===== config.mk =====
export PLATFORM = sky130hd
export DESIGN_NAME = pipe_add_sub
export DESIGN_NICKNAME = d
export VERILOG_FILES = /design/src/rtl/pipe_add_sub.sv
export SDC_FILE = /design/constraint.sdc
export NUM_CORES = 1
export LEC_CHECK = 0
export ABC_AREA = 1
export CAP_MARGIN = 20
export CORE_UTILIZATION = 55
export CTS_CLUSTER_DIAMETER = 30
export DETAILED_ROUTE_END_ITERATION = 6
export PLACE_DENSITY = 0.77
export SLEW_MARGIN = 20
export SYNTH_ARGS = -nofsm -noshare
export SYNTH_HDL_FRONTEND = slang
export SYNTH_SLANG_ARGS = --single-unit

===== constraint.sdc =====
create_clock -name clk -period 12.6 [get_ports clk]
set_clock_uncertainty 0.15 [all_clocks]
set_input_delay 3.15 -clock clk [delete_from_list [all_inputs] [get_ports clk]]
set_output_delay 3.15 -clock clk [all_outputs]
set_load 0.01 [all_outputs]

===== src/rtl/pipe_add_sub.sv =====
// Pipelined WIDTH-bit adder/subtractor: one CHUNK-bit ripple slice per stage, carry registered between stages.
// Optional ADD_SAT_EN: saturate the sum on signed overflow (default build wraps modulo 2^WIDTH).
module pipe_add_sub #(
  parameter int WIDTH = 16,
  parameter int CHUNK = 4
) (
  input  logic             clk,
  input  logic             rst,
  input  logic             in_valid,
  output logic             in_ready,
  input  logic [WIDTH-1:0] a,
  input  logic [WIDTH-1:0] b,
  input  logic             cin,
  input  logic             sub,
  output logic             out_valid,
  input  logic             out_ready,
  output logic [WIDTH-1:0] sum,
  output logic             cout,
  output logic             ovf
);

  localparam int STAGES = WIDTH / CHUNK;

  // Handshake: a beat moves on a rising edge when valid && ready on that side.
  // in_ready = !(out_valid && !out_ready); a stall freezes every slot, bubbles included.

  // Slot 0 holds the captured operands; slot k has chunks 0..k-1 of the sum resolved.
  logic             r_v [0:STAGES];
  logic [WIDTH-1:0] r_a [0:STAGES];
  logic [WIDTH-1:0] r_b [0:STAGES];
  logic [WIDTH-1:0] r_s [0:STAGES];
  logic             r_c [0:STAGES];

  logic [WIDTH-1:0] w_nxt_s [1:STAGES];
  logic             w_nxt_c [1:STAGES];
  logic             w_stall;
  logic             w_a_msb;
  logic             w_b_msb;
  logic             w_s_msb;

  always_comb begin
    logic [CHUNK:0] w_ch;
    w_ch = '0;
    for (int k = 1; k <= STAGES; k++) begin
      w_ch = {1'b0, r_a[k-1][(k-1)*CHUNK +: CHUNK]}
           + {1'b0, r_b[k-1][(k-1)*CHUNK +: CHUNK]}
           + {{CHUNK{1'b0}}, r_c[k-1]};
      w_nxt_s[k] = r_s[k-1];
      w_nxt_s[k][(k-1)*CHUNK +: CHUNK] = w_ch[CHUNK-1:0];
      w_nxt_c[k] = w_ch[CHUNK];
    end
  end

  assign w_stall   = r_v[STAGES] && !out_ready;
  assign in_ready  = !w_stall;
  assign out_valid = r_v[STAGES];

  always_ff @(posedge clk) begin
    if (rst) begin
      for (int k = 0; k <= STAGES; k++) begin
        r_v[k] <= 1'b0;
        r_a[k] <= '0;
        r_b[k] <= '0;
        r_s[k] <= '0;
        r_c[k] <= 1'b0;
      end
    end else if (!w_stall) begin
      // Subtraction is a + ~b + ~cin, so b and cin are conditioned on entry.
      r_v[0] <= in_valid;
      r_a[0] <= a;
      r_b[0] <= sub ? ~b : b;
      r_s[0] <= '0;
      r_c[0] <= sub ? ~cin : cin;
      for (int k = 1; k <= STAGES; k++) begin
        r_v[k] <= r_v[k-1];
        r_a[k] <= r_a[k-1];
        r_b[k] <= r_b[k-1];
        r_s[k] <= w_nxt_s[k];
        r_c[k] <= w_nxt_c[k];
      end
    end
  end

  // With b already inverted for sub, one rule covers both modes: equal input signs, different result sign.
  assign w_a_msb = r_a[STAGES][WIDTH-1];
  assign w_b_msb = r_b[STAGES][WIDTH-1];
  assign w_s_msb = r_s[STAGES][WIDTH-1];
  assign ovf     = (w_a_msb == w_b_msb) && (w_s_msb != w_a_msb);
  assign cout    = r_c[STAGES];

`ifdef ADD_SAT_EN
  assign sum = !ovf   ? r_s[STAGES] :
               w_s_msb ? {1'b0, {(WIDTH-1){1'b1}}} :
                         {1'b1, {(WIDTH-1){1'b0}}};
`else
  assign sum = r_s[STAGES];
`endif

endmodule

=== Word-level counts from Yosys, hierarchy flattened ===
Memory sizes are Yosys's and may differ from the RTL's.
Index checks and enable logic that the tools add are counted.

* $add $sub $neg: 8
* Equal/unequal tests: 2
* Mux-type cells: 32
* Bitwise gates (word level): 27
* Reduce and logical (&&, ||, !) cells: 4

{| class="wikitable"
|+ Operators by type and width
! operator !! number
|-
| $mux 16 || 16
|-
| $or 1x1->1 || 25
|-
| $add 4x4->5 || 4
|-
| $add 5x1->5 || 4
|-
| $mux 1 || 16
|-
| $not 16->16 || 1
|-
| $logic_and 1x1->1 || 2
|-
| $logic_not 1->1 || 2
|-
| $eq 1x1->1 || 1
|-
| $ne 1x1->1 || 1
|-
| $not 1->1 || 1
|}

* Register bits after elaboration: 0
* Bits in writable memories: 250
* Input bits: 38
* Output and inout port bits: 20
* Word-level logic and storage cells: 78
* Memories kept: 5

{| class="wikitable"
|+ Memories
! memory !! depth !! width !! rd ports !! clocked after memory_dff !! wr ports !! line !! text
|-
| r_a || 5 || 16 || 5 || 0 || 5 || 29 || <nowiki>logic [WIDTH-1:0] r_a [0:STAGES];</nowiki>
|-
| r_b || 5 || 16 || 5 || 0 || 5 || 30 || <nowiki>logic [WIDTH-1:0] r_b [0:STAGES];</nowiki>
|-
| r_s || 5 || 16 || 5 || 0 || 5 || 31 || <nowiki>logic [WIDTH-1:0] r_s [0:STAGES];</nowiki>
|-
| r_c || 5 || 1 || 5 || 0 || 5 || 32 || <nowiki>logic r_c [0:STAGES];</nowiki>
|-
| r_v || 5 || 1 || 5 || 0 || 5 || 28 || <nowiki>logic r_v [0:STAGES];</nowiki>
|}

=== Longest topological paths before layout ===
Gate-level depths: netlist (run 1).

* Word-level depth: 6
* Depth in mapped cells: 8
* Gate-level depth less buffers: 8

=== Worst setup path after synthesis (run 1) ===
No wires, ideal clock.

* Path type: in2reg
* Start point: input port out_ready
* End point: memory r_a[0][0] (enable)
* Library setup time: 1.471 ns
* Arrival: 6.171 ns
* Data required time: 10.979 ns
* Setup slack: 4.808 ns
* Stages: 2
* Path buffers: 0
* Cell sequence: inv_1 > nand3_1

{| class="wikitable"
|+ RTL lines
! what !! line !! text
|-
| start: declaration || 16 || <nowiki>input logic out_ready,</nowiki>
|-
| end: declaration || 29 ||
|}

=== Final worst setup path (run 1) ===
* Start point: input port out_ready
* End point: output port in_ready

* Word-level cells in the longest chain between the ends: 3

{| class="wikitable"
|+ Ends and longest elaborated chain
! what !! line !! text
|-
| $logic_not 1->1 || 54 || <nowiki>assign w_stall = r_v[STAGES] && !out_ready;</nowiki>
|-
| $logic_and 1x1->1 || 54 ||
|-
| $logic_not 1->1 || -- ||
|-
| end: declaration || 10 || <nowiki>output logic in_ready,</nowiki>
|}

No other way between the ends.

==> metrics.txt, run 1 <==
critical-path maximum fanout=2; Placement Rows=37; RePlAce Congestion=0.794; largest net degree at the start of global routing=83; Vias per Instance=4.65; setup repair after global routing missed its margin=no; antenna violations before repair=0; TritonCTS clock tree=done; Hold Path Class=reg2reg; fraction of layout instances using a drive strength above 1=6.27%; Peak Freq=0.131 GHz; later-pin clock latency in the skew report=0.52 ns; diodes inserted=0; slew of the pin with the lowest slew margin=0.955 ns; worst path required time=9.30 ns; Data arrival, critical path=4.32 ns; final critical-path share of the clock period=60.5%; count of vias placed by the detailed router=3,300; count of instances resized after the clock tree is built=0; final hold violations=0; DRC violation count after routing=0; Post-Synthesis Mean Instance Area=11.5 um2; Die W=106 um; clock period minus final worst setup slack=7.62 ns; count of fill cells added during filler insertion=767; number of unique standard cell types used by synthesis=14; most frequent cells in the layout=132 x sky130_fd_sc_hd__edfxtp_1, 130 x sky130_fd_sc_hd__inv_1, 130 x sky130_fd_sc_hd__nor2_1; worst max-slew margin expressed relative to the limit=36.3%; clock-pin slew on the worst setup and hold paths=0.06 ns; gate count of the mapped netlist=515; WL/cell=11.5 um; Peak supply drop=0.0868 mV; Synth Cell Area=0.00593 mm2; number of hold-repair buffers added at the cts stage=0; Worst Hold Slack=0.392 ns; proportion of synthesized chip area in sequential cells=66.9%; first-pass GRT wire length=14.0 mm; First-pass DRT Iterations=5; Power Total=1.04 mW; Final setup violation count=0; number of violations reported at the end of detailed-routing iteration 0=155; max-slew violation count=0; Max clock buf depth=2; root buffer cell=sky130_fd_sc_hd__clkbuf_8; Initial Utilization=57.1%; post-synthesis to final-layout area growth=17.6%; postcts setup bufs=0; total leakage power=2.94 nW; total CTS buffers=17; Total Nets Final=619; number of top-level pins=58; die height=106 um; critical path capture point type=output pin; IO buf count=57; total grt overflow=0; count of state elements after synthesis=132; maximum capacitance violations=0; gr usage total=16.6%; remaining number of nets flagged by the antenna check after routing=0; crit path kind=in2out; Core Footprint=0.0104 mm2; startpoint type of the worst setup path=input port; wirelength, routed=8.17 mm; die area=0.0112 mm2; Post-DP HPWL=5.06 mm; number of synthesis warnings=0; Post-Syn Nets=573; commonest non-fill, non-tap cell in the layout=sky130_fd_sc_hd__edfxtp_1; via count of the first global-routing pass=3,330; status=completed; power per standard cell area=150 mW/mm2; Setup TNS Final=0 ns; maximum level of the CTS H-tree=4; clock sink total=132
## state kept, by name, summed over array words and instances (netlist names)
signal,count
r_a,41
r_b,41
r_c,5
r_s,40
r_v,5
## metrics by stage
| step | utilization (%) | setup slack, ns | std cells | cell area [um2] |
|---|---|---|---|---|
| 2_1_floorplan | - | 4.81 | 515 | 5930 |
| 3_3_place_gp | 61.8 | 4.99 | 678 | 6410 |
| 3_5_place_dp | 61.8 | 4.97 | 678 | 6410 |
| 4_1_cts | 67.2 | 4.97 | 710 | 6970 |
| 5_1_grt | 67.2 | 4.93 | 710 | 6970 |
| 6_report | 67.2 | 4.98 | 710 | 6970 |
## cell families after synthesis
logic type | synth area share, %
AND/OR/NAND/NOR | 10.8
XOR/XNOR | 2.51
flip-flops | 66.9
AO/OA/AOI/OAI | 1.44
adder cells (fa/ha/maj) | 5.24
buffers and inverters | 13.1
## report_power, final
| part | internal, mW | switching (mW) | leakage (nW) |
|---|---|---|---|
| Clock | 0.279 | 0.175 | 0.268 |
| Sequential | 0.510 | 0.00813 | 1.58 |
| Combinational | 0.0329 | 0.0367 | 1.09 |
| Total | 0.823 | 0.220 | 2.94 |
## per-layer routing
layer / share of wire [%] / GRT usage, % / vias up
met5: 0 / 0 / -
met4: 2.4 / 10.3 / 0
met3: 5.3 / 5.44 / 18
met2: 52 / 28.0 / 101
met1: 40 / 18.0 / 1518
li1: - / - / 1663
## synth_stat cells
cell type                  count  area, um2
sky130_fd_sc_hd__nor2_1      130        488
sky130_fd_sc_hd__nand2_2       2       12.5
sky130_fd_sc_hd__buf_6        13        146
sky130_fd_sc_hd__buf_2         1       5.00
sky130_fd_sc_hd__ha_1         12        150
sky130_fd_sc_hd__fa_1          8        160
sky130_fd_sc_hd__nand3_1       9       45.0
sky130_fd_sc_hd__buf_4        18        135
sky130_fd_sc_hd__inv_2         1       3.75
sky130_fd_sc_hd__xnor2_1      17        149
sky130_fd_sc_hd__edfxtp_1    132       3960
sky130_fd_sc_hd__nand2_1      25       93.8
sky130_fd_sc_hd__a21oi_1      17       85.1
sky130_fd_sc_hd__inv_1       130        488
## cell type report
| type | count | area (um2) | area share [%] |
|---|---|---|---|
| Multi-Input combinational cell | 220 | 1200 | 17.2 |
| Tap cell | 136 | 170 | 2.44 |
| Sequential cell | 132 | 3960 | 56.9 |
| Inverter | 131 | 492 | 7.06 |
| Timing Repair Buffer | 59 | 586 | 8.40 |
| Clock buffer | 18 | 418 | 6.00 |
| Clock inverter | 14 | 138 | 1.98 |
## worst paths after layout
path,cells after the start,endpoint,slack [ns],start
hold reg to reg,2,r_b[1][4]$_SDFFCE_PN0P_,0.39,r_b[0][4]$_SDFFCE_PN0P_
setup / recovery,4,in_ready,4.98,out_ready
hold / removal,2,r_b[1][4]$_SDFFCE_PN0P_,0.39,r_b[0][4]$_SDFFCE_PN0P_
setup reg to reg,2,r_a[0][28]$_SDFFCE_PN0P_,10.10,r_v[0][4]$_SDFFCE_PN0P_
## critical path, cell delays in order
cell and delay (ns):
sky130_fd_sc_hd__clkdlybuf4s50_1 0.46, sky130_fd_sc_hd__inv_1 0.08, sky130_fd_sc_hd__nand2_2 0.10, sky130_fd_sc_hd__clkdlybuf4s50_1 0.54
Power figures use the tool's default switching activity.
==> run 2: changes to the inputs <==
--- a/config.mk
+++ b/config.mk
@@ -7,10 +7,10 @@
 export LEC_CHECK = 0
 export ABC_AREA = 1
 export CAP_MARGIN = 20
-export CORE_UTILIZATION = 55
+export CORE_UTILIZATION = 51
 export CTS_CLUSTER_DIAMETER = 30
 export DETAILED_ROUTE_END_ITERATION = 6
-export PLACE_DENSITY = 0.77
+export PLACE_DENSITY = 0.75
 export SLEW_MARGIN = 20
 export SYNTH_ARGS = -nofsm -noshare
 export SYNTH_HDL_FRONTEND = slang
==> constraint.sdc (replaced) <==
create_clock -name clk -period 6.9 [get_ports clk]
set_clock_uncertainty 0.15 [all_clocks]
set_input_delay 1.725 -clock clk [delete_from_list [all_inputs] [get_ports clk]]
set_output_delay 1.725 -clock clk [all_outputs]
set_load 0.01 [all_outputs]
==> run 2 against run 1 <==
Compared with the run above: final cell count rose by 0.42%; sequential power up 83%; combinational power up 82%; clock-buffer cell count grew 4; sequential cell count stayed put; design area decreased by 0.52%; clock power up 72%; routed wire length grew 0.59%; highest routed layer unchanged; largest power group unchanged; total power increased by 78%; utilization fell by 4.6 points.
==> metrics.txt, run 2 (synthesis results as in run 1) <==
startpoint type of the worst setup path=input port; diodes inserted=0; maximum level of the CTS H-tree=4; Final setup violation count=0; final hold violations=0; First-pass DRT Iterations=4; Hold EP=r_b[1][8]$_SDFFCE_PN0P_; status=completed; gr usage total=15.3%; highest cell delay on the worst timing path=0.55 ns; number of top-level pins=58; Top Family by Delay on Critical Path=buffers and inverters; count of fill cells added during filler insertion=904; Peak supply drop=0.142 mV; global-route track usage on met1=18.0%; critical-path maximum fanout=2; wirelength, routed=8.21 mm; setup repair after global routing missed its margin=no; via count of the first global-routing pass=3,051; DRC violation count after routing=0; clock sink total=132; Initial Utilization=53.5%; final critical-path share of the clock period=69.2%; Core Footprint=0.0111 mm2; met2 Use GR=24.7%; worst max-slew margin expressed relative to the limit=33.8%; most frequent cells in the layout=132 x sky130_fd_sc_hd__edfxtp_1, 130 x sky130_fd_sc_hd__inv_1, 130 x sky130_fd_sc_hd__nor2_1; Setup TNS Final=0 ns; count of instances resized after the clock tree is built=0; total leakage power=2.92 nW; antenna violations before repair=0; internal power component=1.48 mW; Critical R2R Capture=r_s[0][78]$_SDFFCE_PN0P_; total CTS buffers=17; Power Total=1.85 mW; critical path capture point type=output pin; hold wc startpoint=r_b[0][8]$_SDFFCE_PN0P_; power per standard cell area=268 mW/mm2; GR met3 Demand/Resource=5.45%; Placement Rows=38; worst path bufs/invs=3; count of vias placed by the detailed router=3,197; most used routing layer in global routing=met2; max-slew violation count=0; fraction of layout instances using a drive strength above 1=4.89%; worst path required time=5.03 ns; clock-pin slew on the worst setup and hold paths=0.05 ns; total area of sequential cells=0.00396 mm2; later-pin clock latency in the skew report=0.41 ns; root buffer cell=sky130_fd_sc_hd__clkbuf_16; Post-DP HPWL=4.97 mm; Peak Freq=0.209 GHz; IO buf count=57; commonest non-fill, non-tap cell in the layout=sky130_fd_sc_hd__edfxtp_1; maximum capacitance violations=0; CP max stage cell=sky130_fd_sc_hd__clkdlybuf4s50_1; Vias per Instance=4.48; Max clock buf depth=2; clock group share of total power=42.0%; TritonCTS clock tree=done; crit path kind=in2out; switching component of the power=378 uW; area taken by multi-input logic gates=0.00120 mm2; Gate power share=6.9%; WL/cell=11.5 um; Die W=110 um; number of violations reported at the end of detailed-routing iteration 0=162; Worst Hold Path Cells=2; post-synthesis to final-layout area growth=17.0%; reg-to-reg startpoint=r_v[0][4]$_SDFFCE_PN0P_; clock period minus final worst setup slack=4.78 ns; largest net degree at the start of global routing=101; number of hold-repair buffers added at the cts stage=0; first-pass GRT wire length=13.5 mm; RePlAce Congestion=0.777; worst-case reg-to-reg path depth=4; postcts setup bufs=0; Total Nets Final=620; Data arrival, critical path=2.90 ns; die area=0.0121 mm2; slew of the pin with the lowest slew margin=0.993 ns; Crit path top cell by count=sky130_fd_sc_hd__clkdlybuf4s50_1; die height=110 um; largest registers=r_a (41), r_b (41), r_s (40); register-to-register setup slack=4.65 ns; sequential power share=51.1%; switching fraction of total power=20.4%; remaining number of nets flagged by the antenna check after routing=0; total grt overflow=0; Hold Path Class=reg2reg; cell-by-cell listing of the critical path=clkdlybuf4s50_1 -> inv_1 -> nand2_2 -> clkdlybuf4s50_1
-- run 2: changes by cell type in the layout (fill, tap and decap cells not counted) --
| cell | delta |
|---|---|
| sky130_fd_sc_hd__buf_4 | +1 |
| sky130_fd_sc_hd__bufinv_16 | -1 |
| sky130_fd_sc_hd__clkbuf_1 | +4 |
| sky130_fd_sc_hd__clkbuf_16 | +1 |
| sky130_fd_sc_hd__clkbuf_8 | -1 |
| sky130_fd_sc_hd__clkinv_1 | +3 |
| sky130_fd_sc_hd__clkinv_2 | -3 |
| sky130_fd_sc_hd__clkinv_4 | -2 |
| sky130_fd_sc_hd__clkinvlp_4 | -2 |
| sky130_fd_sc_hd__inv_6 | -1 |
-- run 2: cell type report --
cell class / count / share of cell area (%)
Sequential cell: 132 / 57.2
Multi-Input combinational cell: 220 / 17.3
Clock buffer: 22 / 6.41
Timing Repair Buffer: 60 / 8.56
Clock inverter: 8 / 0.903
Tap cell: 140 / 2.53
Inverter: 131 / 7.09
-- run 2: power groups by stage --
stage	Combinational, mW	Sequential (mW)	Clock, mW
3_5_place_dp	0.127	0.964	0
3_3_place_gp	0.121	0.961	0
6_report	0.127	0.948	0.780
4_1_cts	0.129	0.948	0.790
5_1_grt	0.145	0.952	0.825
2_1_floorplan	0.0934	0.959	0
-- run 2: worst reg2reg max path, stage by stage (launching register included) --
cell and delay [ns]:
sky130_fd_sc_hd__edfxtp_1 0.45, sky130_fd_sc_hd__nand2_2 0.12, sky130_fd_sc_hd__nand2_4 0.70, sky130_fd_sc_hd__buf_4 0.48, sky130_fd_sc_hd__a21oi_1 0.09
-- run 2: through the flow --
step | util [%] | area, um2 | hold slack [ns] | worst slack [ns] | cells
floorplan | - | 5930 | 0.369 | 0.533 | 515
global placement | 58.0 | 6420 | 0.371 | 2.14 | 683
detailed placement | 58.0 | 6420 | 0.378 | 2.12 | 683
CTS | 62.6 | 6930 | 0.393 | 2.11 | 713
global route | 62.6 | 6930 | 0.407 | 2.09 | 713
finish | 62.6 | 6930 | 0.389 | 2.12 | 713
-- run 2: metal layers --
layer	vias to the layer above	routed length, um
li1	1664	-
met1	1438	3510
met2	73	4100
met3	22	381
met4	0	223
met5	-	0
-- run 2: worst max-delay path by stage --
stage	from	end	slack [ns]	cells past startpoint
after floorplan	out_ready	r_a[0][0]$_SDFFCE_PN0P_	0.53	2
after global routing	out_ready	in_ready	2.09	4
after detailed placement	out_ready	in_ready	2.12	4
after global placement	out_ready	in_ready	2.14	4
after CTS	out_ready	in_ready	2.11	4
final	out_ready	in_ready	2.12	4
